$ cat config.mk
export PLATFORM = sky130hd
export DESIGN_NAME = ps2_keyboard_rx
export DESIGN_NICKNAME = d
export VERILOG_FILES = /design/src/rtl/ps2_keyboard_rx.sv
export SDC_FILE = /design/constraint.sdc
export NUM_CORES = 1
export LEC_CHECK = 0
export CAP_MARGIN = 20
export CORE_MARGIN = 2
export CORE_UTILIZATION = 61
export CTS_CLUSTER_SIZE = 16
export DETAILED_ROUTE_END_ITERATION = 10
export PLACE_DENSITY = 0.89
export SLEW_MARGIN = 20
export SYNTH_ARGS = -nofsm -noshare
export SYNTH_HDL_FRONTEND = slang
export SYNTH_SLANG_ARGS = --single-unit
$ cat constraint.sdc
create_clock -name clk -period 3.1 [get_ports clk]
set_clock_uncertainty 0.05 [all_clocks]
set_input_delay 0.465 -clock clk [delete_from_list [all_inputs] [get_ports clk]]
set_output_delay 0.465 -clock clk [all_outputs]
set_load 0.02 [all_outputs]
$ cat src/rtl/ps2_keyboard_rx.sv
// PS/2 keyboard receive path: pin synchronisation, ps2_clk deglitch filter,
// 11-bit frame deframer with odd-parity check and frame timeout, and
// E0/F0 prefix decode into per-key extended/break qualifiers.
module ps2_keyboard_rx #(
  parameter int CLK_FREQ       = 50_000_000,
  parameter int FILTER_LEN     = 8,
  parameter int TIMEOUT_CYCLES = CLK_FREQ / 500
) (
  input  logic       clk,
  input  logic       rst,
  input  logic       ps2_clk,
  input  logic       ps2_data,
  output logic [7:0] data,
  output logic       data_valid,
  output logic       parity_err,
  output logic       frame_err,
  output logic       key_valid,
  output logic       extended,
  output logic       break_code
);

  localparam int FW = $clog2(FILTER_LEN + 1);
  localparam int TW = $clog2(TIMEOUT_CYCLES + 1);

  localparam logic [7:0] CODE_EXT = 8'hE0;
  localparam logic [7:0] CODE_BRK = 8'hF0;

  typedef enum logic [1:0] {IDLE, DATA, PARITY, STOP} state_t;

  logic [1:0]    clk_sync;
  logic [1:0]    data_sync;
  logic          clk_filt;
  logic [FW-1:0] filt_cnt;
  logic          fall;
  logic          bit_in;

  state_t        state;
  logic [2:0]    bit_cnt;
  logic [7:0]    shreg;
  logic          par_bit;
  logic [TW-1:0] tcnt;
  logic          ext_flag;
  logic          brk_flag;

  // Two-flop synchronisers for both asynchronous pins (idle level is high).
  // NOTE: sequential state is always updated with non-blocking assignments so
  // every flop samples the pre-edge value of its neighbours.
  always_ff @(posedge clk) begin
    if (rst) begin
      clk_sync  <= 2'b11;
      data_sync <= 2'b11;
    end else begin
      clk_sync  <= {clk_sync[0], ps2_clk};
      data_sync <= {data_sync[0], ps2_data};
    end
  end

  // Deglitch ps2_clk: flip the filtered level only after FILTER_LEN consecutive
  // differing samples; emit a one-cycle fall strobe with the data bit aligned.
  always_ff @(posedge clk) begin
    if (rst) begin
      clk_filt <= 1'b1;
      filt_cnt <= '0;
      fall     <= 1'b0;
      bit_in   <= 1'b1;
    end else begin
      fall   <= 1'b0;
      bit_in <= data_sync[1];
      if (clk_sync[1] == clk_filt) begin
        filt_cnt <= '0;
      end else if (filt_cnt == FW'(FILTER_LEN - 1)) begin
        clk_filt <= clk_sync[1];
        filt_cnt <= '0;
        fall     <= clk_filt;
      end else begin
        filt_cnt <= filt_cnt + 1'b1;
      end
    end
  end

  // Frame deframer, timeout and prefix decode; all outputs registered.
  always_ff @(posedge clk) begin
    if (rst) begin
      state      <= IDLE;
      bit_cnt    <= '0;
      shreg      <= '0;
      par_bit    <= 1'b0;
      tcnt       <= '0;
      ext_flag   <= 1'b0;
      brk_flag   <= 1'b0;
      data       <= 8'h00;
      data_valid <= 1'b0;
      parity_err <= 1'b0;
      frame_err  <= 1'b0;
      key_valid  <= 1'b0;
      extended   <= 1'b0;
      break_code <= 1'b0;
    end else begin
      // NOTE: pulse outputs default low every cycle; the branches below raise
      // them for exactly the one cycle their event occurs.
      data_valid <= 1'b0;
      parity_err <= 1'b0;
      frame_err  <= 1'b0;
      key_valid  <= 1'b0;

      case (state)
        IDLE: begin
          if (fall && !bit_in) begin
            state   <= DATA;
            bit_cnt <= '0;
          end
        end
        DATA: begin
          if (fall) begin
            shreg   <= {bit_in, shreg[7:1]};
            bit_cnt <= bit_cnt + 1'b1;
            if (bit_cnt == 3'd7) state <= PARITY;
          end
        end
        PARITY: begin
          if (fall) begin
            par_bit <= bit_in;
            state   <= STOP;
          end
        end
        STOP: begin
          if (fall) begin
            state <= IDLE;
            if (bit_in) begin
              data       <= shreg;
              data_valid <= 1'b1;
              parity_err <= ~^{shreg, par_bit};
              if (^{shreg, par_bit}) begin
                if (shreg == CODE_EXT) begin
                  ext_flag <= 1'b1;
                end else if (shreg == CODE_BRK) begin
                  brk_flag <= 1'b1;
                end else begin
                  key_valid  <= 1'b1;
                  extended   <= ext_flag;
                  break_code <= brk_flag;
                  ext_flag   <= 1'b0;
                  brk_flag   <= 1'b0;
                end
              end else begin
                ext_flag <= 1'b0;
                brk_flag <= 1'b0;
              end
            end else begin
              frame_err <= 1'b1;
            end
          end
        end
        default: state <= IDLE;
      endcase

      // Inter-edge watchdog; a detected edge always restarts it.
      if (state == IDLE) begin
        tcnt <= '0;
      end else if (fall) begin
        tcnt <= '0;
      end else if (tcnt == TW'(TIMEOUT_CYCLES - 1)) begin
        tcnt      <= '0;
        state     <= IDLE;
        frame_err <= 1'b1;
      end else begin
        tcnt <= tcnt + 1'b1;
      end
    end
  end

endmodule

==> out/qor.yml, run 1 <==
clock_network:
  clk_path_buf_depth: 2
  root_buffer: "clkbuf_8"
  cts_tree: "done"
  clock-sinks: 58
  cts_hold_buf: 0
  clock_latency_ns: 0.34
  post_cts.repair.setup_buffers: 0
  clkSlewWorstSetupHoldPaths_ns: 0.06
  cts_resized: 0
  numCtsBuffers: 9
  cts-htree-levels: 3
logic_synthesis:
  synth.avg_cell_area_um2: 9.183
  synthDistinctLibCells: 41
  ys_seq_area_share_pct: 48.26
  ys_warn_count: 0
  syn-cell-area_um2: 2406
  syn-num-nets: 270
  synth_flop_cell: "dfxtp_1"
  synth_edf_count: 0
  synth-async-reset-ratio_pct: 0
  synth_seq_cells: 58
  synth_cells: 262
layout:
  n_antenna_cell: 0
  fin_area_um2: 2786
  n_fill_cell: 265
  multi_input_area_um2: 1180
  final_common_cell: "dfxtp_1"
  seq_area_um2: 1161
  areaGrowthSynthToFinish_pct: 15.81
  drive_gt1_share_pct: 9.790
  layout.nets: 290
  layout_common_cells: "dfxtp_1, nor2_1, nand2_1"
timing:
  fin_hold_ws_ns: 0.3565
  finalHoldViolations: 0
  relSlewSlack_pct: 61.29
  setup_viol: 0
  fin_tns_setup_ns: 0
  rsz0062_at_grt: "no"
  worstMarginPinSlew_ns: 0.5790
  drv_slew: 0
  layout_setup_ws_ns: 0.9867
  min_period_over_period_pct: 68.17
  max_clock_freq_mhz: 473.2
  fin_crit_ns: 2.113
power:
  ir_drop_v: 0.0003801
  power.total_mw: 1.372
  p_leak_nw: 1.012
  power_density_nw_per_um2: 492.4
route:
  dr.pass1.iters: 5
  route.detailed.drc: 0
  wl_mm: 4.691
  viasPerCell: 5.545
  drtIter0Drc: 134
  ant_nets: 0
  wire_per_inst_um: 14.04
  vias: 1852
worst_setup_path:
  path_max_fanout: 13
  setup.worst_path.start: "fall"
  reg2reg_to: "extended"
  cpMostUsedCell: "mux2i_1"
  cp.required_ns: 3.32
  rr_startpoint: "fall"
  cpMaxStageDelayCell: "dfxtp_1"
  path_class: "reg2reg"
  worstPathArrival_ns: 2.34
  cp-end-kind: "flop"
  crit_path_cell_trace: "nand4_1, a311o_1, mux2i_1, mux2i_1"
  max_stage_delay_ns: 0.55
  cp-endpoint: "extended"
  rr_worst_depth: 4
  rrSetupSlack_ns: 0.99
  critPathLaunchType: "flop"
floorplan:
  io_pins: 18
  die_x_um: 66.81
  coreArea_um2: 3716
  die_area_um2: 4463
  floorplan.initialDensity_pct: 64.75
  chipHeight_um: 66.81
  rows: 22
place:
  io_buffers: 17
  dp_hpwl_mm: 3.155
  preCtsSetupSlack_ns: 1.021
  place_congestion: 0.8804
  place_area_um2: 2616
worst_hold_path:
  hold_path.class: "reg2reg"
global_route:
  grt-ovfl-total: 0
  grt_max_degree: 23
  track_usage_pct: 24.52
  grt_pass1_vias: 1784
  antenna_found_initial: 0
  grt_pass1_wl_mm: 7.845
job:
  drv_cap: 0
outcome:
  status: "finished, final reports clean"
area by class of cell:
cell class	count	share of cell area [%]
Multi-Input combinational cell	187	42.34
Tap cell	48	2.155
Clock inverter	3	0.5388
Timing Repair Buffer	20	6.915
Clock buffer	12	5.568
Sequential cell	58	41.67
Inverter	6	0.8083
metrics by stage:
step	utilization, %	instances
finish	74.98	334
global route	74.98	334
CTS	74.98	334
detailed placement	70.40	319
global placement	70.40	319
floorplan	-	262
kinds of logic after synthesis:
group / synth area share [%]
compound gates: 7.748
xor+xnor: 9.152
fa+ha+maj: 2.080
buf+inv: 2.704
flops: 48.26
mux: 4.992
simple gates: 25.07
sequential cells by signal, indices dropped and copies added (netlist names), 2 cells and up:
name       count
data           8
state          2
clk_sync       2
data_sync      2
shreg          8
bit_cnt        3
filt_cnt       4
tcnt          17
cells in the mapped netlist (all sizes together), types with 4 or more instances:
cell type   n  area, um2
nand3       7      40.04
o21ai       6      30.02
nor2       36      135.1
or2         6      37.54
xor2        6      52.55
nand2b      5      31.28
xnor2      14      122.6
nor4        4      25.02
a21oi      15      75.07
mux2i      12      120.1
nand2      29      108.9
nor3        8      40.04
dfxtp      58       1161
inv         6      22.52
ha          4      50.05
nand4       7      50.05
clkbuf     11      42.54
worst max-delay path, delay by kind of cell (launching register included):
family	cells	cell delay, ns
multiplexers	2	0.47
AND/OR/NAND/NOR	1	0.50
flip-flops	1	0.55
AO/OA/AOI/OAI	1	0.48
metal layers:
layer	global-route usage [%]	share of wire, %	up-vias
met3	7.264	4.1	9
met4	14.80	1.2	0
met2	39.75	49	26
met5	0	0	-
met1	28.39	46	880
li1	-	-	937
worst min path at each step:
| stage | cells after the start | slack, ns | end | start |
|---|---|---|---|---|
| after global routing | 1 | 0.38 | data_sync[1] | data_sync[0] |
| after global placement | 1 | 0.34 | data_sync[1] | data_sync[0] |
| after detailed placement | 1 | 0.34 | data_sync[1] | data_sync[0] |
| after CTS | 1 | 0.36 | data_sync[1] | data_sync[0] |
| after floorplan | 1 | 0.34 | bit_in | data_sync[1] |
| final | 1 | 0.36 | data_sync[1] | data_sync[0] |
power breakdown:
group / leakage (nW) / internal, mW / switching, mW
sequential: 0.468 / 0.749 / 0.00153
combinational: 0.452 / 0.00871 / 0.00923
clock: 0.0920 / 0.325 / 0.280
total: 1.01 / 1.08 / 0.290
Power figures use the tool's default switching activity.
==> run 2, diff against run 1 <==
Settings changed: CORE_UTILIZATION 61 to 51, PLACE_DENSITY 0.89 to 0.8.
Clock period 3.1 ns to 1.93 ns, I/O delays scaled along.
==> run 2 against run 1 <==
Sequential power increased by 60%. Worst hold slack better by 0.0091 ns. Combinational power rose by 71%. Count of clock-buffer cells in the layout decreased by 1. Cell area rose by 1.8%. Critical path depth unchanged. Core utilization down 11 points. Sequential cell count stayed put. Non-clock buffer count rose by 6. Critical path type unchanged. Highest routed layer unchanged.
==> out/qor.yml, run 2 (synthesis results as in run 1) <==
power:
  internal_power_mw: 1.678
  power_frac_clock_pct: 42.8
  switching_share_pct: 22.36
  p_leak_nw: 1.036
  p_seq_share_pct: 55.7
  p_sw_mw: 0.4831
  combPwrFrac_pct: 1.4
  ir_drop_v: 0.0004422
  power_density_nw_per_um2: 762.1
timing:
  fin_crit_ns: 1.785
  fin_hold_ws_ns: 0.3656
  rsz0062_at_grt: "no"
  finalHoldViolations: 0
  layout_setup_ws_ns: 0.1451
  max_clock_freq_mhz: 560.2
  min_period_over_period_pct: 92.48
  relSlewSlack_pct: 65.07
  drv_slew: 0
  worstMarginPinSlew_ns: 0.5225
  setup_viol: 0
  fin_tns_setup_ns: 0
route:
  vias: 1847
  dr.pass1.iters: 4
  wl_mm: 4.278
  drtIter0Drc: 106
  wire_per_inst_um: 12.40
  route.detailed.drc: 0
  ant_nets: 0
  viasPerCell: 5.354
floorplan:
  coreArea_um2: 4444
  die_x_um: 72.69
  chipHeight_um: 72.69
  die_area_um2: 5283
  rows: 24
  io_pins: 18
  floorplan.initialDensity_pct: 54.14
place:
  dp_hpwl_mm: 3.034
  io_buffers: 17
  preCtsSetupSlack_ns: 0.1432
  place_congestion: 0.8512
layout:
  top_register: "tcnt"
  drive_gt1_share_pct: 12.29
  reg.largest.list: "tcnt x17, data x8, shreg x8"
  layout.nets: 296
  n_fill_cell: 393
  areaGrowthSynthToFinish_pct: 17.84
  final_common_cell: "dfxtp_1"
  n_antenna_cell: 0
  largest_register_ffs: 17
  layout_common_cells: "dfxtp_1, nor2_1, nand2_1"
worst_setup_path:
  cpMostUsedCell: "mux2i_1"
  path_max_fanout: 6
  max_stage_delay_ns: 0.42
  cp.required_ns: 2.13
  crit_path_cell_trace: "xnor3_1, a311o_1, mux2i_1, mux2i_1"
  worstPathArrival_ns: 1.99
  cpMaxStageDelayCell: "dfxtp_1"
  path_class: "reg2reg"
  cp-end-kind: "flop"
  critPathLaunchType: "flop"
clock_network:
  clock_latency_ns: 0.33
  clk_path_buf_depth: 2
  root_buffer: "clkbuf_8"
  cts-htree-levels: 3
  post_cts.repair.setup_buffers: 0
  cts_hold_buf: 0
  cts_tree: "done"
  clkSlewWorstSetupHoldPaths_ns: 0.06
  clock-sinks: 58
  numCtsBuffers: 9
job:
  drv_cap: 0
global_route:
  grt_pass1_wl_mm: 7.514
  track_usage_pct: 19.11
  grt-ovfl-total: 0
  grt_max_degree: 18
  antenna_found_initial: 0
  grt_pass1_vias: 1760
worst_hold_path:
  hold_path.class: "reg2reg"
outcome:
  status: "finished, final reports clean"
-- run 2: changes by cell type in the layout (fill, tap and decap cells not counted), sizes merged --
cell / previous run / this run
buf: 3 / 9
clkbuf: 12 / 11
clkinv: 3 / 4
clkinvlp: 0 / 1
-- run 2: final timing paths --
kind	startpoint	slack, ns	to	cells past startpoint
worst max-delay path	shreg[7]	0.15	break_code	4
worst min-delay path	data_sync[0]	0.37	data_sync[1]	1
worst max register to register	shreg[7]	0.15	break_code	4
worst min register to register	data_sync[0]	0.37	data_sync[1]	1
-- run 2: routing by layer --
layer,up-vias,track usage (%),part of all wire [%]
li1,958,-,-
met1,856,23.76,48
met2,26,27.88,46
met3,7,5.525,3.5
met4,0,14.40,2.1
met5,-,0,0
-- run 2: cell type report --
cell class | instances | area, um2 | share of cell area, %
clock inverters | 5 | 31.28 | 1.103
repair buffers | 26 | 237.7 | 8.385
multi-input cells | 187 | 1185 | 41.79
clock buffers | 11 | 131.4 | 4.634
inverters | 6 | 22.52 | 0.7944
flip-flops and latches | 58 | 1162 | 41.00
well taps | 52 | 65.06 | 2.295
-- run 2: worst max-delay path: cells and delay by family (launching register included) --
kind | cells | cell delay, ns
muxes | 2 | 0.54
DFF | 1 | 0.42
xor gates and xnor gates | 1 | 0.40
AOI/OAI and AO/OA | 1 | 0.29
-- run 2: repair_timing --
action,in CTS,in global routing
endpoints found under the setup margin,0,1
resized for setup,0,2
endpoints found under the hold margin,0,0
-- run 2: power groups by stage --
stage	clock network [mW]	registers [mW]	logic [mW]
floorplan	0	1.23	0.0174
global placement	0	1.23	0.0305
detailed placement	0	1.23	0.0310
CTS	0.948	1.20	0.0309
global route	1.00	1.20	0.0345
finish	0.926	1.20	0.0306
-- run 2: stage by stage --
| stage | area (um2) | util, % | instances | total power, mW |
|---|---|---|---|---|
| after floorplan | 2406 | - | 262 | 1.248 |
| after global placement | 2666 | 59.99 | 329 | 1.262 |
| after detailed placement | 2666 | 59.99 | 329 | 1.262 |
| after CTS | 2829 | 63.65 | 345 | 2.184 |
| after global routing | 2835 | 63.80 | 345 | 2.243 |
| final | 2835 | 63.80 | 345 | 2.161 |
